===== src/rtl/crc_frame_ctrl.sv =====
// crc_frame_ctrl: serialises a frame of data words MSB first and appends the
// frame CRC (MSB-first LFSR, preset at frame start) as trailing bits.
//
// state | meaning
// ------+-----------------------------------------------------------------
// IDLE  | no frame in progress, ready for the first word
// SHIFT | data word leaving on ser_out, LFSR absorbing each bit
// WAIT  | between words of a frame, ready for the next word, LFSR held
// CRC   | LFSR contents leaving on ser_out, zero-filled, no feedback
// FIN   | one-cycle done pulse, then back to IDLE
//
// All outputs are registered.  They are loaded from the next-state values
// so that each output describes the state the FSM is in during that cycle
// (e.g. the first data bit is visible the cycle after acceptance).

module crc_frame_ctrl #(
    parameter int                DATA_W = 8,
    parameter int                CRC_W  = 8,
    parameter logic [CRC_W-1:0]  POLY   = 8'h07,
    parameter logic [CRC_W-1:0]  SEED   = 8'h00
) (
    input  logic              clk,
    input  logic              reset_n,
    input  logic              in_valid,
    input  logic [DATA_W-1:0] in_data,
    input  logic              in_last,
    output logic              in_ready,
    output logic              ser_out,
    output logic              ser_valid,
    output logic [CRC_W-1:0]  crc_out,
    output logic              busy,
    output logic              done
);

    // One counter serves both the data phase and the CRC phase.
    localparam int CNT_MAX = (DATA_W > CRC_W) ? DATA_W : CRC_W;
    localparam int CNT_W   = $clog2(CNT_MAX + 1);
    localparam logic [CNT_W-1:0] DATA_END = CNT_W'(DATA_W - 1);
    localparam logic [CNT_W-1:0] CRC_END  = CNT_W'(CRC_W - 1);

    typedef enum logic [2:0] {
        S_IDLE  = 3'd0,
        S_SHIFT = 3'd1,
        S_WAIT  = 3'd2,
        S_CRC   = 3'd3,
        S_FIN   = 3'd4
    } state_t;

    state_t              state, state_nxt;
    logic [CRC_W-1:0]    lfsr, lfsr_nxt;
    logic [DATA_W-1:0]   shift_reg, shift_nxt;
    logic                last_flag, last_nxt;
    logic [CNT_W-1:0]    bit_cnt, cnt_nxt;
    logic [CRC_W-1:0]    crc_nxt;
    logic                ser_out_nxt;
    logic                ser_valid_nxt;
    logic                accept;
    logic                fb;

    // in_ready is the registered acceptance qualifier, so nothing is taken
    // on the first edge after reset release.
    assign accept = in_valid && in_ready;
    assign fb     = shift_reg[DATA_W-1] ^ lfsr[CRC_W-1];

    // Next-state and datapath update for the frame sequencer.
    always_comb begin
        state_nxt = state;
        lfsr_nxt  = lfsr;
        shift_nxt = shift_reg;
        last_nxt  = last_flag;
        cnt_nxt   = bit_cnt;
        case (state)
            S_IDLE: begin
                if (accept) begin
                    lfsr_nxt  = SEED;
                    shift_nxt = in_data;
                    last_nxt  = in_last;
                    cnt_nxt   = '0;
                    state_nxt = S_SHIFT;
                end
            end
            S_WAIT: begin
                if (accept) begin
                    shift_nxt = in_data;
                    last_nxt  = in_last;
                    cnt_nxt   = '0;
                    state_nxt = S_SHIFT;
                end
            end
            S_SHIFT: begin
                lfsr_nxt  = (lfsr << 1) ^ (fb ? POLY : '0);
                shift_nxt = shift_reg << 1;
                if (bit_cnt == DATA_END) begin
                    cnt_nxt   = '0;
                    state_nxt = last_flag ? S_CRC : S_WAIT;
                end else begin
                    cnt_nxt = bit_cnt + 1'b1;
                end
            end
            S_CRC: begin
                lfsr_nxt = lfsr << 1;
                if (bit_cnt == CRC_END) begin
                    cnt_nxt   = '0;
                    state_nxt = S_FIN;
                end else begin
                    cnt_nxt = bit_cnt + 1'b1;
                end
            end
            S_FIN: begin
                state_nxt = S_IDLE;
            end
            default: begin
                state_nxt = S_IDLE;
            end
        endcase
    end

    // Output values for the coming cycle, derived from the next state.
    always_comb begin
        ser_valid_nxt = 1'b0;
        ser_out_nxt   = 1'b0;
        crc_nxt       = crc_out;
        if (state_nxt == S_SHIFT) begin
            ser_valid_nxt = 1'b1;
            ser_out_nxt   = shift_nxt[DATA_W-1];
        end else if (state_nxt == S_CRC) begin
            ser_valid_nxt = 1'b1;
            ser_out_nxt   = lfsr_nxt[CRC_W-1];
        end
        if ((state_nxt == S_CRC) && (state != S_CRC)) begin
            crc_nxt = lfsr_nxt;
        end
    end

    // State and datapath registers.
    always_ff @(posedge clk or negedge reset_n) begin
        if (!reset_n) begin
            state     <= S_IDLE;
            lfsr      <= SEED;
            shift_reg <= '0;
            last_flag <= 1'b0;
            bit_cnt   <= '0;
        end else begin
            state     <= state_nxt;
            lfsr      <= lfsr_nxt;
            shift_reg <= shift_nxt;
            last_flag <= last_nxt;
            bit_cnt   <= cnt_nxt;
        end
    end

    // Registered outputs; crc_out holds its value until the next capture.
    always_ff @(posedge clk or negedge reset_n) begin
        if (!reset_n) begin
            in_ready  <= 1'b0;
            ser_out   <= 1'b0;
            ser_valid <= 1'b0;
            crc_out   <= '0;
            busy      <= 1'b0;
            done      <= 1'b0;
        end else begin
            in_ready  <= (state_nxt == S_IDLE) || (state_nxt == S_WAIT);
            ser_out   <= ser_out_nxt;
            ser_valid <= ser_valid_nxt;
            crc_out   <= crc_nxt;
            busy      <= (state_nxt != S_IDLE);
            done      <= (state_nxt == S_FIN);
        end
    end

endmodule


===== config.mk =====
export PLATFORM = sky130hd
export DESIGN_NAME = crc_frame_ctrl
export DESIGN_NICKNAME = d
export VERILOG_FILES = /design/src/rtl/crc_frame_ctrl.sv
export SDC_FILE = /design/constraint.sdc
export NUM_CORES = 1
export LEC_CHECK = 0
export CAP_MARGIN = 20
export CELL_PAD_IN_SITES_DETAIL_PLACEMENT = 0
export CELL_PAD_IN_SITES_GLOBAL_PLACEMENT = 2
export CORE_ASPECT_RATIO = 0.75
export CORE_MARGIN = 10
export CORE_UTILIZATION = 35
export CTS_CLUSTER_DIAMETER = 100
export DETAILED_ROUTE_END_ITERATION = 12
export GPL_TIMING_DRIVEN = 0
export PLACE_DENSITY = 0.8
export REMOVE_ABC_BUFFERS = 1
export SYNTH_ARGS = -nofsm -noshare
export SYNTH_HDL_FRONTEND = slang
export SYNTH_SLANG_ARGS = --single-unit

===== constraint.sdc =====
create_clock -name clk -period 1.9 [get_ports clk]
set_input_delay 0.285 -clock clk [delete_from_list [all_inputs] [get_ports clk]]
set_output_delay 0.285 -clock clk [all_outputs]
set_load 0.01 [all_outputs]

# Word-level counts from Yosys, hierarchy flattened
# Index checks and enable logic that the tools add are counted.
# Widths: inputs -> output; s select.
# word_totals
input_bits	12
regBits	37
out_inout_bits	13
# classes
add_sub_neg	1
bitwise_logic	2
eq_ne	10
n_mux	17
reduce_logical	13
# op_table
op	count
$pmux 8 s3	1
$mux 8	2
$pmux 8 s2	1
$eq 3x2->1 const B	4
$mux 3	4
$pmux 3 s3	1
$mux 4	2
$pmux 4 s2	1
$xor 8x3->8	1
$eq 3x1->1 const B	2
$logic_not 3->1	2
$reduce_and 2->1	3
$mux 1	5
$add 4x1->4 const B	1
$eq 4x3->1 const B	1
$reduce_bool 2->1	2
$reduce_or 2->1	2
$eq 3x3->1 const B	1
$ne 3x2->1 const B	1
$reduce_bool 3->1	1
$logic_and 1x1->1	2
$ne 2x1->1 const B	1
$logic_or 1x1->1	1
$xor 1x1->1	1

# Logic depth before layout (Yosys ltp)
# logic_depth
ltp_word	6
depth_mapped	6
ltp_nobuf	4

# Worst setup path before layout
# No wires, ideal clock.
# synth_path
path_type	register to register
startpoint	register bit_cnt[0]
endpoint	register crc_out[0]
t_arrival_ps	1498
setup_slack_ps	276
path_stages_with_launch	7
cell_sequence	dfrtp_1 > ha_1 > and4b_1 > buf_6 > and2_4 > buf_6 > mux2_4
# synth_between
elab_chain_len	5
word_cells_on_any_way	6
# synth_lines
element	line	text
start: declaration	53	logic [CNT_W-1:0] bit_cnt, cnt_nxt;
start signal: assignment	148	bit_cnt <= cnt_nxt;
$eq 4x3->1 *	93, 102	
$mux 3 (on tied branches)	102, 93	
$pmux 3 s3 *	72	case (state)
$eq 3x2->1 *	130	if ((state_nxt == S_CRC) && (state != S_CRC)) begin
$logic_and 1x1->1 *	130	
end signal: assignment	165	crc_out <= crc_nxt;
end: declaration	30	output logic [CRC_W-1:0] crc_out,
# Mark *: on every way between the ends. The rest lies on a longest branch, timed or not.
# A chain may end at the register's enable or synchronous reset.

# Final worst setup path
# Ends and elaborated chain as after synthesis.

==> summary.md <==
| Metric | Value |
|---|---|
| Layout Nets | `183` |
| R2r setup slk | `0.18 ns` |
| Hold_buf cts | `0` |
| Slew of the pin with the lowest slew margin | `0.8028 ns` |
| Vias | `1225` |
| Die width | `100.2 µm` |
| Largest family of logic cells by synthesized area | `compound AO/OA/AOI/OAI gates` |
| Max incr delay on CP | `0.40 ns` |
| # DRC | `0` |
| Detailed Route WL | `3.679 mm` |
| Worst Path Buf+Inv | `0` |
| DR iter-0 viols | `69` |
| Synth Area in Simple Gates | `0.1067` |
| FF+latch count, synth | `37` |
| Placer Congestion | `0.7492` |
| Initial antenna violation count | `0` |
| Yosys synthesis warning count | `0` |
| # setup viols final | `0` |
| Row count | `21` |
| Final cell count without fillers | `228` |
| CP max FO | `8` |
| Final total power | `3403 µW` |
| Slowest-stage cell, CP | `dfrtp_1` |
| Top delay family on crit path | `simple AND/OR/NAND/NOR gates` |
| Final Hold Vio Count | `0` |
| Setup slack after layout | `0.1847 ns` |
| Largest net degree at the start of global routing | `38` |
| Most common cell after layout, fill and taps aside | `dfrtp_1` |
| Post-Syn Instances | `145` |
| Tmin final | `1.715 ns` |
| ANT nets after route | `0` |
| Worst-skew pair later-pin latency | `0.29 ns` |
| Placed Instances | `217` |
| Die Ht | `80.16 µm` |
| Yosys cell types | `44` |
| H-tree depth | `2` |
| Final period utilization | `0.9028` |
| Sequential share of power | `0.396` |
| Die area | `0.008033 mm²` |
| Clk pwr share | `0.209` |
| Post-synth top flop | `dfrtp_1` |
| Final hold slack | `0.07388 ns` |
| Crit path DAT | `1.90 ns` |
| Type of the worst setup path | `register to register` |
| Routed vias/inst | `5.373` |
| P_sw | `1217 µW` |
| Sw frac | `0.3575` |
| Worst vdd ir | `0.7796 mV` |
| Routed WL per cell | `16.14 µm` |
| Clk sinks | `37` |
| Most frequent cells in the layout | `dfrtp_1 (37), clkdlybuf4s50_1 (23), a22o_1 (13)` |
| First-pass GRT wire length | `6.361 mm` |
| Post-Place Setup Slack | `-0.1550 ns` |
| Run status | `finished, final reports clean` |
| Layout area overhead | `24.07%` |
| Crit path launch type | `register` |
| Internal power | `2187 µW` |
| Syn_area_per_cell | `11.65 µm²` |
| Post-synth EDFFs | `0` |
| # IOs | `25` |
| DP Wirelength | `2.540 mm` |
| Grt ovf | `0` |
| Final Slew Violations | `0` |
| Starting Density | `0.3695` |
| FMAX | `583.0 MHz` |
| ANT cells | `0` |
| I/O Buffers | `24` |
| CORE AREA | `0.004572 mm²` |
| Final instance area | `0.002096 mm²` |
| Unrepaired setup endpoints after global routing | `false` |
| Vias in the first global route | `1227` |
| Root Buffer | `clkbuf_8` |
| Clock Skews | `0.009803 ns` |
| DR pass1 iterations | `4` |
| Sequential area share after synthesis | `0.5481` |
| Logic pwr share | `0.395` |
| CTS tree | `done` |
| Share of post-route cells with drive strength above 1 | `0.1228` |
| Worst Hold Class | `input port to async pin` |
| Post-Synth Adder-Cell Area | `0.007407` |
| CTS max path bufs | `2` |
| Multiplexer area fraction after synthesis | `0.03926` |
| Pwr Density | `1624 mW/mm²` |
| Clock slew at reported path FFs | `0.08 ns` |
| GRT Overall Usage | `0.09790` |
| LEAKAGE | `0.0009831 µW` |
| Worst path required time | `2.08 ns` |
| Xor/xnor share of the synthesized area | `0.01037` |
| Mapped Area | `0.001689 mm²` |
| CP Capture Type | `register` |
| Worst-path cell chain | `ha_1 > and4b_2 > and2_4 > mux2_4` |
| Number of max-cap violations | `0` |
| Ys async rst share | `1.000` |
| Placed cell areas | `0.001949 mm²` |
| Compound-Gate Fraction of Synth Area | `0.2393` |
| CTS Buf Count | `5` |
| Relative slew slack | `0.4648` |
synthesized netlist by cell type, types with 2 or more instances:
cell        n  area [µm²]
dfrtp_1    37       925.9
a22o_1     13       113.9
a21o_1      6       45.04
buf_2       6       30.03
inv_1       6       22.52
nand2_1     6       22.52
a21oi_1     5       25.02
a21boi_1    4       30.03
a31o_1      4       35.03
a31oi_1     4       25.02
mux2i_1     4       40.04
o211ai_1    4       30.03
nand3_1     3       15.01
nor2_1      3       11.26
nor3_1      3       15.01
o21ai_0     3       15.01
and3_1      2       12.51
and3b_1     2       17.52
buf_6       2       22.52
clkbuf_1    2       7.510
o21ai_1     2       10.01
o2bb2ai_1   2       17.52
kinds of logic after synthesis:
group	Yosys count
buffers and inverters	16
xor gates and xnor gates	2
DFF	37
AOI/OAI and AO/OA	54
and+or+nand+nor	29
adders and majority gates	1
muxes	6
per-layer routing:
metal,GRT usage,vias to the layer above,wire (µm)
met1,0.1327,617,1834
met5,0,-,0
met3,0.03849,5,215
met4,0.02535,0,36
li1,-,581,-
met2,0.1410,22,1592
final cells by class:
type,instances,area [µm²]
clock buffers,6,82.58
clock inverters,2,37.54
fillers,445,2476
inverters,6,22.52
multi-input cells,92,690.7
flip-flops and latches,37,925.9
well taps,57,71.32
repair buffers,28,265.3
metrics by stage:
step                      setup TNS [ns]    util
after global placement            -20.88  0.4245
after CTS                              0  0.4581
after global routing                   0  0.4584
final                                  0  0.4584
after floorplan                  -0.4705       -
after detailed placement         -0.6335  0.4264
worst reg2reg max path, stage by stage (launching register included):
cell and delay [ns]:
dfrtp_1 0.40, ha_1 0.26, and4b_2 0.39, and2_4 0.26, mux2_4 0.31
power groups by stage:
| stage | logic, µW | registers, µW | clock network [µW] |
|---|---|---|---|
| 3_3_place_gp | 1250 | 1350 | 0 |
| 6_report | 1340 | 1350 | 711 |
| 2_1_floorplan | 813 | 1340 | 0 |
| 4_1_cts | 1350 | 1350 | 724 |
| 5_1_grt | 1490 | 1390 | 771 |
| 3_5_place_dp | 1260 | 1360 | 0 |
what timing repair did:
action,in CTS,in global routing
gates cloned,0,0
gates resized for setup,1,1
buffers inserted,3,0
setup endpoints to repair,6,1
path summary, 6_finish.rpt:
path                                      to          from  cells past startpoint
min in group clk                shift_reg[4]  shift_reg[4]                      1
worst max-delay path              crc_out[0]    bit_cnt[0]                      4
worst min register to register  shift_reg[4]  shift_reg[4]                      1
max in group asynchronous         bit_cnt[1]       reset_n                      1
worst min-delay path            shift_reg[5]       reset_n                      1
worst max register to register    crc_out[0]    bit_cnt[0]                      4
No activity file was read; power rests on OpenSTA's default activity.
